==> src/rtl/serial_adder6_if.sv <==
// Handshake and operand/result bundle for the bit-serial adder.
// Carries the ovf result line only when SERIAL_ADDER_OVF_EN is defined.
interface serial_adder6_if #(
  parameter int unsigned WIDTH = 6
);
  logic             start;
  logic [WIDTH-1:0] A;
  logic [WIDTH-1:0] B;
  logic [WIDTH-1:0] S;
  logic             Cout;
  logic             busy;
  logic             done;
`ifdef SERIAL_ADDER_OVF_EN
  logic             ovf;
`endif

  modport master (
    output start, A, B,
`ifdef SERIAL_ADDER_OVF_EN
    input  ovf,
`endif
    input  S, Cout, busy, done
  );

  modport slave (
    input  start, A, B,
`ifdef SERIAL_ADDER_OVF_EN
    output ovf,
`endif
    output S, Cout, busy, done
  );
endinterface

==> src/rtl/serial_adder6.sv <==
// Bit-serial ripple adder: one full-adder cell plus a carry flop, LSB first, WIDTH+2 cycles per op.
// Define SERIAL_ADDER_OVF_EN to add the signed-overflow result output.
module serial_adder6 #(
  parameter int unsigned WIDTH = 6
) (
  input  logic             clk,
  input  logic             rst,
  serial_adder6_if.slave   bus
);
  localparam int unsigned CntW = (WIDTH > 1) ? $clog2(WIDTH) : 1;
  localparam logic [CntW-1:0] CntLast = CntW'(WIDTH - 1);

  typedef enum logic [1:0] {StIdle, StRun, StDone} state_e;

  state_e           state_q, state_d;
  logic [WIDTH-1:0] a_q, a_d;
  logic [WIDTH-1:0] b_q, b_d;
  logic [WIDTH-1:0] sum_q, sum_d;
  logic             c_q, c_d;
  logic [CntW-1:0]  cnt_q, cnt_d;
  logic [WIDTH-1:0] s_q, s_d;
  logic             cout_q, cout_d;
`ifdef SERIAL_ADDER_OVF_EN
  logic             ovf_q, ovf_d;
`endif

  logic sum_bit;
  logic carry_nxt;

  assign sum_bit   = a_q[0] ^ b_q[0] ^ c_q;
  assign carry_nxt = (a_q[0] & b_q[0]) | (a_q[0] & c_q) | (b_q[0] & c_q);

  always_ff @(posedge clk) begin
    if (rst) begin
      state_q <= StIdle;
      a_q     <= '0;
      b_q     <= '0;
      sum_q   <= '0;
      c_q     <= 1'b0;
      cnt_q   <= '0;
      s_q     <= '0;
      cout_q  <= 1'b0;
`ifdef SERIAL_ADDER_OVF_EN
      ovf_q   <= 1'b0;
`endif
    end else begin
      state_q <= state_d;
      a_q     <= a_d;
      b_q     <= b_d;
      sum_q   <= sum_d;
      c_q     <= c_d;
      cnt_q   <= cnt_d;
      s_q     <= s_d;
      cout_q  <= cout_d;
`ifdef SERIAL_ADDER_OVF_EN
      ovf_q   <= ovf_d;
`endif
    end
  end

  always_comb begin
    state_d = state_q;
    a_d     = a_q;
    b_d     = b_q;
    sum_d   = sum_q;
    c_d     = c_q;
    cnt_d   = cnt_q;
    s_d     = s_q;
    cout_d  = cout_q;
`ifdef SERIAL_ADDER_OVF_EN
    ovf_d   = ovf_q;
`endif
    unique case (state_q)
      StIdle: begin
        if (bus.start) begin
          a_d     = bus.A;
          b_d     = bus.B;
          sum_d   = '0;
          c_d     = 1'b0;
          cnt_d   = '0;
          state_d = StRun;
        end
      end
      StRun: begin
        sum_d = {sum_bit, sum_q[WIDTH-1:1]};
        a_d   = a_q >> 1;
        b_d   = b_q >> 1;
        c_d   = carry_nxt;
        cnt_d = cnt_q + CntW'(1);
        if (cnt_q == CntLast) begin
          state_d = StDone;
          s_d     = {sum_bit, sum_q[WIDTH-1:1]};
          cout_d  = carry_nxt;
`ifdef SERIAL_ADDER_OVF_EN
          // c_q is the carry into the MSB on this final step
          ovf_d   = c_q ^ carry_nxt;
`endif
        end
      end
      StDone:  state_d = StIdle;
      default: state_d = StIdle;
    endcase
  end

  always_comb begin
    bus.busy = (state_q != StIdle);
    bus.done = (state_q == StDone);
    bus.S    = s_q;
    bus.Cout = cout_q;
`ifdef SERIAL_ADDER_OVF_EN
    bus.ovf  = ovf_q;
`endif
  end
endmodule

==> src/flat_wrapper.sv <==
// flat-port wrapper written by rule: the top's interface ports become plain ports
module serial_adder6_flat 
#(
  parameter int unsigned WIDTH = 6
)
  (clk, rst, bus_start, bus_A, bus_B, bus_S, bus_Cout, bus_busy, bus_done);
  serial_adder6_if #(.WIDTH(WIDTH)) bus_i ();
  input  logic clk;
  input  logic rst;
  input wire logic [$bits(bus_i.start)-1:0] bus_start;
  input wire logic [$bits(bus_i.A)-1:0] bus_A;
  input wire logic [$bits(bus_i.B)-1:0] bus_B;
  output wire logic [$bits(bus_i.S)-1:0] bus_S;
  output wire logic [$bits(bus_i.Cout)-1:0] bus_Cout;
  output wire logic [$bits(bus_i.busy)-1:0] bus_busy;
  output wire logic [$bits(bus_i.done)-1:0] bus_done;
  assign bus_i.start = bus_start;
  assign bus_i.A = bus_A;
  assign bus_i.B = bus_B;
  assign bus_S = bus_i.S;
  assign bus_Cout = bus_i.Cout;
  assign bus_busy = bus_i.busy;
  assign bus_done = bus_i.done;
  serial_adder6 #(.WIDTH(WIDTH)) u_core (.clk(clk), .rst(rst), .bus(bus_i));
endmodule
==> config.mk <==
export PLATFORM = sky130hd
export DESIGN_NAME = serial_adder6_flat
export DESIGN_NICKNAME = d
export VERILOG_FILES = /design/src/rtl/serial_adder6_if.sv /design/src/rtl/serial_adder6.sv /design/src/flat_wrapper.sv
export SDC_FILE = /design/constraint.sdc
export NUM_CORES = 1
export LEC_CHECK = 0
export ABC_AREA = 1
export BUFFER_PORTS_ARGS = -buffer_cell sky130_fd_sc_hd__clkbuf_2
export CORE_UTILIZATION = 54
export DETAILED_ROUTE_END_ITERATION = 16
export PLACE_DENSITY = 0.85
export SLEW_MARGIN = 0
export SYNTH_ARGS = -nofsm -noshare
export SYNTH_HDL_FRONTEND = slang
export SYNTH_SLANG_ARGS = --single-unit
==> constraint.sdc <==
create_clock -name clk -period 1.34 [get_ports clk]
set_input_delay 0.201 -clock clk [delete_from_list [all_inputs] [get_ports clk]]
set_output_delay 0.201 -clock clk [all_outputs]
set_load 0.02 [all_outputs]
======== Word-level counts from Yosys, hierarchy flattened ========
Index checks and enable logic that the tools add are counted.
storage, ports and cells
  logic and storage cells ................. 40
  bits in registers ....................... 31
  input bits .............................. 15
  output and inout bits ................... 9
cells by class
  add/sub/neg operators ................... 1
  eq/ne operators ......................... 5
  multiplexer cells ....................... 13
  bitwise logic cells ..................... 7
  reduce and logical (&&, ||, !) cells .... 6
operators with widths
  kind                   number
  $pmux W6 S2            3
  $mux W6                3
  $pmux W3 S2            1
  $reduce_and A2 Y1      3
  $mux W2                2
  $pmux W2 S2            1
  $reduce_bool A2 Y1     2
  $add A3 B1 Y3 const B  1
  $and A1 B1 Y1          3
  $eq A3 B3 Y1 const B   1
  $mux W3                1
  $eq A2 B1 Y1 const B   1
  $eq A2 B2 Y1 const B   1
  $logic_not A2 Y1       1
  $ne A2 B1 Y1 const B   1
  $ne A2 B2 Y1 const B   1
  $or A1 B1 Y1           2
  $pmux W1 S2            1
  $xor A1 B1 Y1          2
  $mux W1                1

======== Longest topological paths before layout ========
Gate-level depths: netlist of the first run.
  word-level depth ........................ 4
  depth in mapped cells ................... 8
  mapped depth without buffers ............ 8

======== Least setup slack after synthesis of the first run ========
Ideal clock, no wire load.
  kind .................................... register to register
  start point ............................. reg u_core.c_q
  end point ............................... reg u_core.sum_q[5]
  data required time ...................... 1.270 ns
  setup time .............................. 0.070 ns
  period minus slack after synthesis ...... 1.087 ns
  arrival time ............................ 1.017 ns
  cell stages (with the launch flop) ...... 4
  buffers on the path ..................... 0
  setup slack ............................. 0.253 ns
  cell sequence ........................... dfxtp_1 > fa_1 > nand2_1 > a21oi_1
on the way
  word-level cells in the longest chain between the ends .. 2
ends and longest elaborated chain
  what                      RTL line             RTL
  start: declaration        serial_adder6.sv:19  logic c_q, c_d;
  start signal: assignment  serial_adder6.sv:39  c_q <= 1'b0;
  start signal: assignment  serial_adder6.sv:51  c_q <= c_d;
  $xor A1 B1 Y1             serial_adder6.sv:30  assign sum_bit = a_q[0] ^ b_q[0] ^ c_q;
  via u_core.sum_bit        serial_adder6.sv:27  logic sum_bit;
  $pmux W6 S2               serial_adder6.sv:73  unique case (state_q)
  end signal: assignment    serial_adder6.sv:50  sum_q <= sum_d;
  end: declaration          serial_adder6.sv:18  logic [WIDTH-1:0] sum_q, sum_d;
The timed path passes the listed nets, and every way through them passes these cells.
A chain may end at the register's enable or synchronous reset.

======== Final worst setup path of the first run ========
  start point ............................. reg u_core.state_q[0]
  end point ............................... out bus_busy
on the way
  word-level cells in the longest chain between the ends .. 1
ends and longest elaborated chain
  what                      RTL line              RTL
  start: declaration        serial_adder6.sv:15   state_e state_q, state_d;
  start signal: assignment  serial_adder6.sv:35   state_q <= StIdle;
  start signal: assignment  serial_adder6.sv:47   state_q <= state_d;
  $reduce_bool A2 Y1        serial_adder6.sv:106  bus.busy = (state_q != StIdle);
  end: declaration          flat_wrapper.sv:15    output wire logic [$bits(bus_i.busy)-1:0] bus_busy;
No other way between the ends.

==> metrics.cfg, run 1 <==
[grt]
grt.total_usage = 0.2279
grt_pass1_wl_um = 4588
grt_start_max_net_pins = 32
grt-ovfl-total = 0
grt_pass1_vias = 1119
antenna_found_initial = 0

[clock_tree]
clk_root_buffer_cell = clkbuf_4
ctsHoldBuffers = 0
htree_levels = 2
tritoncts = built
clk_latency_ns = 0.32
numCtsBuffers = 5
cts_max_path_buffers = 2
path_clk_slew_ns = 0.09
clkSinkCount = 30

[setup_path]
crit_type = reg2out
worstPathRequired_ns = 1.14
rr_endpoint = u_core.sum_q[5]
r2r_slack_ns = 0.14
path_max_fanout = 5
r2r_cells = 3
worst_setup_path_start_kind = register
timing.rr.start = u_core.c_q
cp.arrival_ns = 1.08
endpoint_kind = output pin

[sta]
worst_slew_pin_slew_ns = 0.2915
finalSetupViolCount = 0
fin_tns_setup_ns = 0
max_freq_ghz = 0.7811
slew_headroom = 0.8055
skew_ns = 0.01002
min_period_ns = 1.280
finalCritPeriodShare = 0.9553
finalHoldViolations = 0
rsz0062_at_grt = no
maxSlewViolCount = 0

[floorplan]
start_util = 0.5969
die_w_um = 52.62
fp.dieH_um = 52.62
ios = 24
floorplan.rows = 17
core_um2 = 2318
die-area_um2 = 2769

[hold_path]
min_path_type = in2reg
min_to = u_core.a_q[5]
hold_path.startpoint = bus_A[5]
hold_path_depth = 3

[routing]
drc = 0
first_pass_iters = 4
wire_per_inst_um = 9.609
vias = 1278
vias_per_cell = 4.664
drtIter0Drc = 16
drtAntennaViolNets = 0
routed_wl_um = 2633

[pwr]
leakage_uw = 0.0008679
powerDensity_nw_per_um2 = 1054
ir_worst_vdd_v = 0.0007377
power_uw = 1749

[place]
portBuffers = 23
hpwl_um = 1813
placedInstanceArea_um2 = 1562
gp_congestion = 0.8094

[final_layout]
layout_commonest_cell = nand2_1
antenna_cells = 0
nNetsFinal = 263
fin_area_um2 = 1659
seq_area_um2 = 608.1
multi_input_area_um2 = 613.1
area_delta_synth_final_pct = 19.89
layout_common_cells = 75 x nand2_1, 37 x inv_1, 30 x nor2_1, 28 x dfxtp_1, 21 x clkbuf_2
fillers = 195
drive_gt1_frac = 0.1870

[outcome]
status = completed

[synthesis]
synthesis.nets = 233
seq_area_frac_synth = 0.4340
yosysUniqueCellTypes = 16
syn_area_per_cell_um2 = 6.436
synthCells = 215
netlist_area_um2 = 1384
yosysWarnings = 0
ys_ff_latch = 30

[job]
cap_violations = 0

-- critical path: stages, from the launching register on --
cell and delay (ns):
dfxtp_4 0.36, buf_6 0.13, nor2_4 0.09, inv_1 0.06, buf_6 0.13
-- power by group --
| group | switching, uW | internal, uW |
|---|---|---|
| Sequential | 18.9 | 929 |
| Clock | 293 | 254 |
| Combinational | 147 | 107 |
| Total | 459 | 1290 |
-- area by class of cell --
cell class | count | share of cell area
clock buffers | 7 | 0.03318
clock inverters | 1 | 0.003017
inverters | 38 | 0.08597
multi-input cells | 139 | 0.3695
flip-flops and latches | 30 | 0.3665
well taps | 28 | 0.02112
repair buffers | 31 | 0.1207
-- cells by family after synthesis --
family	synth area share
DFF	0.4340
buffers and inverters	0.1302
AOI/OAI and AO/OA	0.07867
adders and majority gates	0.03255
and+or+nand+nor	0.3246
-- synth_stat cells --
cell type / number / area (um^2)
nand2_1: 75 / 281.5
o21ai_2: 1 / 8.760
fa_1: 1 / 20.02
inv_1: 37 / 138.9
inv_2: 1 / 3.750
nand2_2: 1 / 6.260
nor3_1: 1 / 5.000
nand3_1: 5 / 25.02
ha_1: 2 / 25.02
dfxtp_1: 30 / 600.6
clkbuf_1: 2 / 7.510
nor2_4: 1 / 11.26
a21oi_1: 16 / 80.08
o21ai_0: 4 / 20.02
nor2_1: 32 / 120.1
buf_2: 6 / 30.03
-- how the worst max path moves through the flow --
stage / start / end / slack [ns] / cells past startpoint
CTS: u_core.state_q[0] / bus_busy / 0.002 / 4
floorplan: u_core.c_q / u_core.sum_q[5] / 0.25 / 3
global placement: u_core.cnt_q[0] / u_core.bus.Cout / 0.17 / 6
finish: u_core.state_q[0] / bus_busy / 0.06 / 4
global route: u_core.state_q[0] / bus_busy / 0.003 / 4
detailed placement: u_core.cnt_q[0] / u_core.bus.S[0] / 0.13 / 6
-- metal layers --
metal  wire [um]  track usage  up-vias
li1            -            -      691
met1        1269       0.2761      561
met2        1230       0.3840       22
met4          31      0.07895        0
met3         101      0.06087        4
met5           0            0        -
-- flip-flops by register name (all words and copies together) (netlist names) --
register and count:
u_core.b_q 6, u_core.cnt_q 3, u_core.bus.S 6, u_core.c_q 1
u_core.state_q 2, u_core.sum_q 5, u_core.bus.Cout 1, u_core.a_q 6
-- what timing repair did --
item,4_1_cts,5_1_grt
endpoints found under the setup margin,2,5
gates resized for setup,6,7
buffers inserted,1,0
-- stage by stage --
| stage | std cells | utilization | hold WS, ns | setup WS [ns] |
|---|---|---|---|---|
| after floorplan | 215 | - | 0.3656 | 0.2531 |
| after global placement | 265 | 0.6735 | 0.4502 | 0.1735 |
| after detailed placement | 265 | 0.6735 | 0.4518 | 0.1342 |
| after CTS | 274 | 0.7091 | 0.1208 | 0.001672 |
| after global routing | 274 | 0.7156 | 0.1297 | 0.003420 |
| final | 274 | 0.7156 | 0.1290 | 0.05984 |
Note: power is estimated with default switching activity, not from simulation.
==> inputs of run 2 (changes only) <==
==> constraint.sdc (replaced) <==
create_clock -name clk -period 1.4 [get_ports clk]
set_input_delay 0.21 -clock clk [delete_from_list [all_inputs] [get_ports clk]]
set_output_delay 0.21 -clock clk [all_outputs]
set_load 0.02 [all_outputs]
==> run 2 against run 1 <==
  * Clock power rose by 15%
  * Sequential power down 3.7%
  * Hold slack better by 0.0067 ns
  * Worst setup slack worse by 0.0075 ns
  * Utilization is 1.4 points lower
  * Non-clock buffer count decreased by 3
  * Total power is 0.72% higher
  * Global-route usage increased by 0.23 points
  * Clock skew shrank 0.0042 ns
  * Critical path type unchanged
  * Wire length decreased by 2.5%
  * Die area unchanged
==> metrics.cfg, run 2 (synthesis gave the netlist of run 1 again) <==
[clock_tree]
cts_max_path_buffers = 2
clkSinkCount = 30
htree_levels = 2
path_clk_slew_ns = 0.08
tritoncts = built
numCtsBuffers = 5
clk_latency_ns = 0.33
clk_root_buffer_cell = clkbuf_4

[pwr]
switchingPower_uw = 437.0
intPower_uw = 1324
combinationalPowerShare = 0.126
ir_worst_vdd_v = 0.0009491
clkPwrFrac = 0.356
leakage_uw = 0.0008565
p_seq_frac = 0.518
swShare = 0.2481
powerDensity_nw_per_um2 = 1083

[routing]
vias = 1234
first_pass_iters = 4
drc = 0
routed_wl_um = 2566
drtIter0Drc = 25
vias_per_cell = 4.554
wire_per_inst_um = 9.469
drtAntennaViolNets = 0

[setup_path]
cp.buffers_inverters = 2
cpPeakStageDelay_ns = 0.40
timing.rr.start = u_core.cnt_q[0]
r2r_slack_ns = 0.17
crit_chain = inv_1, nor2_1, clkbuf_2
path_max_fanout = 4
worstPathRequired_ns = 1.19
endpoint_kind = output pin
cp.arrival_ns = 1.14
slowest_stage = dfxtp_1
crit_type = reg2out
r2r_cells = 6
worst_setup_path_start_kind = register
crit_family = flip-flops
rr_endpoint = u_core.bus.S[1]

[grt]
grt_start_max_net_pins = 22
grt-ovfl-total = 0
antenna_found_initial = 0
grt_pass1_wl_um = 4547
grt.total_usage = 0.2302
grt_pass1_vias = 1112

[hold_path]
hold_path.startpoint = bus_B[5]
hold_path_depth = 3
min_to = u_core.b_q[5]
min_path_type = in2reg

[floorplan]
floorplan.rows = 17
die_w_um = 52.62
fp.dieH_um = 52.62
start_util = 0.5969
die-area_um2 = 2769
core_um2 = 2318
ios = 24

[place]
gp_congestion = 0.8198
hpwl_um = 1809
dp.cells = 263
portBuffers = 23

[sta]
holdWs_ns = 0.1357
finalCritPeriodShare = 0.9626
maxSlewViolCount = 0
max_freq_ghz = 0.7420
finalHoldViolations = 0
finalSetupViolCount = 0
skew_ns = 0.005777
min_period_ns = 1.348
worst_slew_pin_slew_ns = 0.3475
slew_headroom = 0.7675
rsz0062_at_grt = yes

[final_layout]
area_delta_synth_final_pct = 17.54
layout_commonest_cell = nand2_1
drive_gt1_frac = 0.1687
nNetsFinal = 260
fin_cells = 271
antenna_cells = 0
layout_common_cells = 75 x nand2_1, 37 x inv_1, 32 x nor2_1, 29 x dfxtp_1, 23 x clkbuf_2

[job]
cap_violations = 0

[outcome]
status = completed

run 2: cell types whose count changed in the layout (fill, tap and decap cells not counted):
cell,delta
clkbuf_1,-1
dfxtp_2,+1
buf_4,-3
dfxtp_1,+1
clkinv_2,-1
nor2_1,+2
dfxtp_4,-2
buf_6,-2
clkbuf_8,+2
nor2_4,-1
nor2_2,-1
clkbuf_2,+2
run 2: cell type report:
class	count	area [um^2]
Clock buffer	8	78.83
Fill cell	208	691.9
Inverter	38	142.6
Multi-Input combinational cell	139	603.1
Sequential cell	30	601.8
Tap cell	28	35.03
Timing Repair Buffer	28	165.2
run 2: worst min-delay path: cells and delay by family:
family | cells | cell delay [ns]
buf+inv | 1 | 0.08
simple gates | 1 | 0.07
compound gates | 1 | 0.06
run 2: timing repair:
item | CTS | global route
setup endpoints to repair | 1 | 2
gates resized for setup | 1 | 0
setup buffers | 0 | 0
hold buffers | 0 | 0
hold endpoints to repair | 0 | 0
run 2: worst max path at each step:
stage                       from              end  slack [ns]  cells after the start
6_report       u_core.state_q[1]         bus_done        0.05                      3
5_1_grt        u_core.state_q[0]         bus_busy       -0.01                      3
4_1_cts        u_core.state_q[1]         bus_done        0.03                      3
3_5_place_dp   u_core.state_q[0]  u_core.bus.S[1]        0.11                      5
3_3_place_gp   u_core.state_q[0]  u_core.bus.Cout        0.17                      5
2_1_floorplan         u_core.c_q  u_core.sum_q[5]        0.31                      3
run 2: power by group through the flow:
stage               Combinational (uW)  Sequential [uW]  Clock, uW
finish                             221              913        627
global route                       257              919        691
CTS                                221              913        637
detailed placement                 218              933          0
global placement                   216              931          0
floorplan                          157              928          0
run 2: per-layer routing:
layer  up-vias  part of all wire  track usage  routed length (um)
met5         -                 0            0                   0
met4         0             0.020       0.1096                  51
met3         6             0.037      0.08116                  96
met2        17              0.42       0.3418                1083
met1       525              0.52       0.2933                1334
li1        686                 -            -                   -
run 2: per-stage QoR:
step / TNS [ns] / worst slack, ns / total power, uW / utilization / instance area, um^2
after global placement: 0 / 0.1674 / 1147 / 0.6670 / 1546
after CTS: 0 / 0.03438 / 1770 / 0.7016 / 1627
after global routing: -0.02073 / -0.01171 / 1867 / 0.7016 / 1627
final: 0 / 0.05237 / 1761 / 0.7016 / 1627
after detailed placement: 0 / 0.1096 / 1151 / 0.6670 / 1546
after floorplan: 0 / 0.3131 / 1084 / - / 1384
